File: src/rtl/core_seq_ctrl.sv
// core_seq_ctrl: multi-cycle FETCH/DECODE/EXECUTE/WRITEBACK control sequencer.
// Optional ILLEGAL_TRAP_EN: illegal op (6'h3F) halts the core instead of being skipped.
module core_seq_ctrl #(
  parameter int unsigned       ADDR_W   = 32,
  parameter logic [ADDR_W-1:0] RESET_PC = '0
) (
  input  logic              clk,
  input  logic              reset,
  output logic              imem_req,
  output logic [ADDR_W-1:0] imem_addr,
  input  logic              imem_ready,
  input  logic [31:0]       imem_rdata,
  output logic [31:0]       ir,
  input  logic [5:0]        dec_op,
  input  logic              dec_use_imm,
  output logic [5:0]        alu_op,
  output logic              alu_src_imm,
  output logic              rf_we,
  output logic              retire,
  output logic [31:0]       retire_cnt,
  output logic              halted
);
  typedef enum logic [2:0] {S_FETCH, S_DECODE, S_EXEC, S_WB, S_HALT} state_e;
  localparam logic [5:0] OP_ILL = 6'h3F;
  state_e            state_q, state_d;
  logic [ADDR_W-1:0] pc_q, pc_d, pc_inc;
  logic [31:0]       ir_q, ir_d, cnt_q, cnt_d;
  logic [5:0]        op_q, op_d;
  logic              imm_q, imm_d, en_q;
  // Word-granular increment keeps pc[1:0] at zero and wraps naturally.
  assign pc_inc = {pc_q[ADDR_W-1:2] + (ADDR_W-2)'(1), 2'b00};
  always_ff @(posedge clk) begin
    if (reset) begin
      state_q <= S_FETCH;
      pc_q    <= RESET_PC;
      ir_q    <= '0;
      op_q    <= OP_ILL;
      imm_q   <= 1'b0;
      cnt_q   <= '0;
      en_q    <= 1'b0;
    end else begin
      state_q <= state_d;
      pc_q    <= pc_d;
      ir_q    <= ir_d;
      op_q    <= op_d;
      imm_q   <= imm_d;
      cnt_q   <= cnt_d;
      en_q    <= 1'b1;
    end
  end
  // en_q holds off the first fetch until the cycle after reset is released.
  always_comb begin
    state_d = state_q;
    pc_d    = pc_q;
    ir_d    = ir_q;
    op_d    = op_q;
    imm_d   = imm_q;
    cnt_d   = cnt_q;
    unique case (state_q)
      S_FETCH: if (en_q && imem_ready) begin
        ir_d    = imem_rdata;
        state_d = S_DECODE;
      end
      S_DECODE: begin
        op_d  = dec_op;
        imm_d = dec_use_imm;
        if (dec_op == OP_ILL) begin
`ifdef ILLEGAL_TRAP_EN
          state_d = S_HALT;
`else
          state_d = S_FETCH;
          pc_d    = pc_inc;
`endif
        end else state_d = S_EXEC;
      end
      S_EXEC: state_d = S_WB;
      S_WB: begin
        pc_d    = pc_inc;
        cnt_d   = cnt_q + 32'd1;
        state_d = S_FETCH;
      end
      default: ;
    endcase
  end
  always_comb begin
    imem_req    = (state_q == S_FETCH) && en_q;
    imem_addr   = pc_q;
    ir          = ir_q;
    alu_op      = op_q;
    alu_src_imm = imm_q;
    rf_we       = (state_q == S_WB) && (ir_q[11:7] != 5'd0);
    retire      = state_q == S_WB;
    retire_cnt  = cnt_q;
`ifdef ILLEGAL_TRAP_EN
    halted      = state_q == S_HALT;
`else
    halted      = 1'b0;
`endif
  end
endmodule
File: config.mk
export PLATFORM = sky130hd
export DESIGN_NAME = core_seq_ctrl
export DESIGN_NICKNAME = d
export VERILOG_FILES = /design/src/rtl/core_seq_ctrl.sv
export SDC_FILE = /design/constraint.sdc
export NUM_CORES = 1
export LEC_CHECK = 0
export ABC_AREA = 1
export CELL_PAD_IN_SITES_DETAIL_PLACEMENT = 1
export CELL_PAD_IN_SITES_GLOBAL_PLACEMENT = 2
export CORE_ASPECT_RATIO = 0.7
export CORE_MARGIN = 5
export CORE_UTILIZATION = 25
export CTS_CLUSTER_SIZE = 8
export DETAILED_ROUTE_END_ITERATION = 7
export PLACE_DENSITY_LB_ADDON = 0.1
export SKIP_CTS_REPAIR_TIMING = 1
export SYNTH_ARGS = -nofsm -noshare
export SYNTH_HDL_FRONTEND = slang
export SYNTH_SLANG_ARGS = --single-unit
export TNS_END_PERCENT = 100
File: constraint.sdc
create_clock -name clk -period 1.9 [get_ports clk]
set_input_delay 0.57 -clock clk [delete_from_list [all_inputs] [get_ports clk]]
set_output_delay 0.57 -clock clk [all_outputs]
set_load 0.05 [all_outputs]
==> summary.txt <==
Detailed routing
  – DR vias: 5342
  – First-pass DRT Iterations: 4
  – # DRC: 0
  – Total Routed Length: 18700 um
  – Avg Vias per Cell: 4.49
  – Wire length per cell: 15.7 um
  – DRT antenna net count: 0
  – Starting DRT DRC Count: 248

Timing
  – Tmin final: 1.83 ns
  – Final hold slack: 0.467 ns
  – Fmax: 545 MHz
  – Setup violation total in the final timing report: 0
  – Setup WS post-layout: 0.0662 ns
  – Setup Skew: 0.00818 ns
  – Final slew viol count: 0
  – Fin crit share: 96.5%
  – Worst-Margin Slew: 0.553 ns
  – Final Hold Viols: 0
  – Final TNS setup: 0 ns
  – Slew headroom: 63.1%

Critical path
  – Data arrival time at the worst-slack endpoint: 2.08 ns
  – Slowest cell on the critical path: clkdlybuf4s50_1
  – CP Capture Type: flip-flop
  – Crit Path Class: in -> reg
  – CP startpoint kind: input port
  – Crit-path max FO: 9
  – Crit path largest cell delay: 0.48 ns
  – Worst EP required: 2.15 ns
  – Crit-path cells: clkdlybuf4s50_1 -> nand2_1 -> nor2_4 -> nand3_4 -> nand2_8 -> buf_12 -> nand2_2 -> nor3b_1 -> nor2_1

Synth
  – Synth cell types: 33
  – Synth Register Bits: 104
  – Sequential-to-total area share from yosys stat: 40.6%
  – YS warnings: 0
  – Synthesized area: 0.00513 mm2
  – Mean post-synth cell area: 6.84 um2
  – Mapped Cells: 750

Finish
  – Commonest non-fill, non-tap cell in the layout: nand2_1
  – Area occupied by multi-input gates: 0.00263 mm2
  – NumNets Final: 964
  – Layout cell share with drive strength beyond 1: 22.8%
  – Fill cells: 2474
  – Most frequent cells in the layout: 175 x nand2_1, 108 x nor2_1, 102 x dfxtp_1
  – Storage element area: 0.00209 mm2
  – Area delta synth->final: 50.0%
  – Non-Filler Instances: 1191

Place
  – # placed instances: 1169
  – PortBufs: 145
  – Detail Placement HPWL: 14500 um
  – Pre-CTS WS: -0.363 ns
  – Final GP Congestion: 0.798

Outcome
  – Outcome: finished, final reports clean

Pwr
  – Maximum vdd ir drop: 450 uV
  – Total power density per cell area: 781 mW/mm2
  – Post-layout total power: 6.00 mW
  – Leak: 3.03 nW

Clocking
  – Worst skew pair latency: 0.36 ns
  – H-Tree Depth: 3
  – Sink Count: 104
  – CTS Root Cell: clkbuf_16
  – CTS buffer count: 9
  – Max clock buf depth: 2
  – CTS tree: built
  – Worst-path clk slew: 0.08 ns

Floorplanning
  – # rows: 43
  – Die area: 0.0235 mm2
  – Initial Util: 25.6%
  – Die Y: 130 um
  – Core Region: 0.0200 mm2
  – I/O Pins: 149
  – Die W: 181 um

Min path
  – Min-Delay Path Class: reg -> reg

Global route
  – First-pass GRT wire length: 29800 um
  – Largest net degree at the start of global routing: 45
  – Antenna violations before repair: 0
  – Vias in the first global route: 5592
  – Total GRT Usage: 15.6%
  – Gr ovfl total: 0

Run
  – Maxcap violations: 0
-- logic make-up (layout without fill, tap and decap cells) --
group / count (synthesis) / in the layout / synth area share (%)
fa+ha+maj: 7 / 7 / 1.71
xor+xnor: 7 / 7 / 1.20
other cells: 1 / 4 / 0.0731
simple gates: 418 / 419 / 36.9
compound gates: 99 / 99 / 10.3
buf+inv: 114 / 281 / 9.22
flops: 104 / 104 / 40.6
-- worst max-delay path, delay by kind of cell --
kind | cells | cell delay, ns
and+or+nand+nor | 7 | 0.87
buffers and inverters | 2 | 0.62
-- cells in the mapped netlist (all sizes together) --
cell type  instances  share of area (%)
nand2            185                 14
nor2             128                 11
dfxtp            104                 41
inv               87                6.4
nand3             74                7.8
a21oi             57                5.6
o21ai             32                3.1
buf               17                2.1
nor3              13                1.5
nand4             12                1.5
clkbuf            10               0.73
o21bai             8                1.3
ha                 7                1.7
xor2               7                1.2
nor3b              4               0.68
and3               1               0.12
conb               1              0.073
nand3b             1               0.15
o21a               1               0.15
o31ai              1               0.15
-- metrics by stage --
step | cell area (um2) | util, %
floorplan | 5140 | -
global placement | 7270 | 36.3
detailed placement | 7270 | 36.3
CTS | 7600 | 38.0
global route | 7690 | 38.4
finish | 7690 | 38.4
-- area by class of cell --
type	instances	area share, %
inverter	87	4.28
multi-input combinational	535	34.2
sequential	104	27.2
tap	270	4.39
clock buffer	9	2.93
timing repair buffer	178	25.6
clock inverter	7	1.38
antenna	1	0.0325
-- routing by layer --
layer | routed length (um) | global-route usage [%] | vias to the layer above
met5 | 0 | 0 | -
met4 | 191 | 3.09 | 0
met3 | 1590 | 6.16 | 14
met2 | 7870 | 24.2 | 124
met1 | 9030 | 20.9 | 2497
li1 | - | - | 2707
-- sequential cells by signal, summed over array words and instances, names as in the netlist, named ones only --
signal and cells:
alu_op 6, alu_src_imm 1, en_q 1, imem_addr 30, ir 32, retire_cnt 32
state_q 1
-- report_power, final --
| part | switching [mW] | internal [mW] | total [mW] |
|---|---|---|---|
| registers | 0.0923 | 2.32 | 2.41 |
| logic | 0.959 | 0.513 | 1.47 |
| clock network | 0.937 | 1.19 | 2.12 |
-- final timing paths --
path | startpoint | endpoint | slack, ns | cells past startpoint
worst max-delay path | dec_op[0] | imem_addr[19]$_SDFFE_PP0P_ | 0.07 | 9
worst min-delay path | ir[26]$_SDFFE_PP0P_ | ir[26]$_SDFFE_PP0P_ | 0.47 | 2
worst max register to register | flip-flop | imem_addr[28]$_SDFFE_PP0P_ | 0.19 | 11
worst min register to register | ir[26]$_SDFFE_PP0P_ | ir[26]$_SDFFE_PP0P_ | 0.47 | 2
No activity file was read; power rests on OpenSTA's default activity.
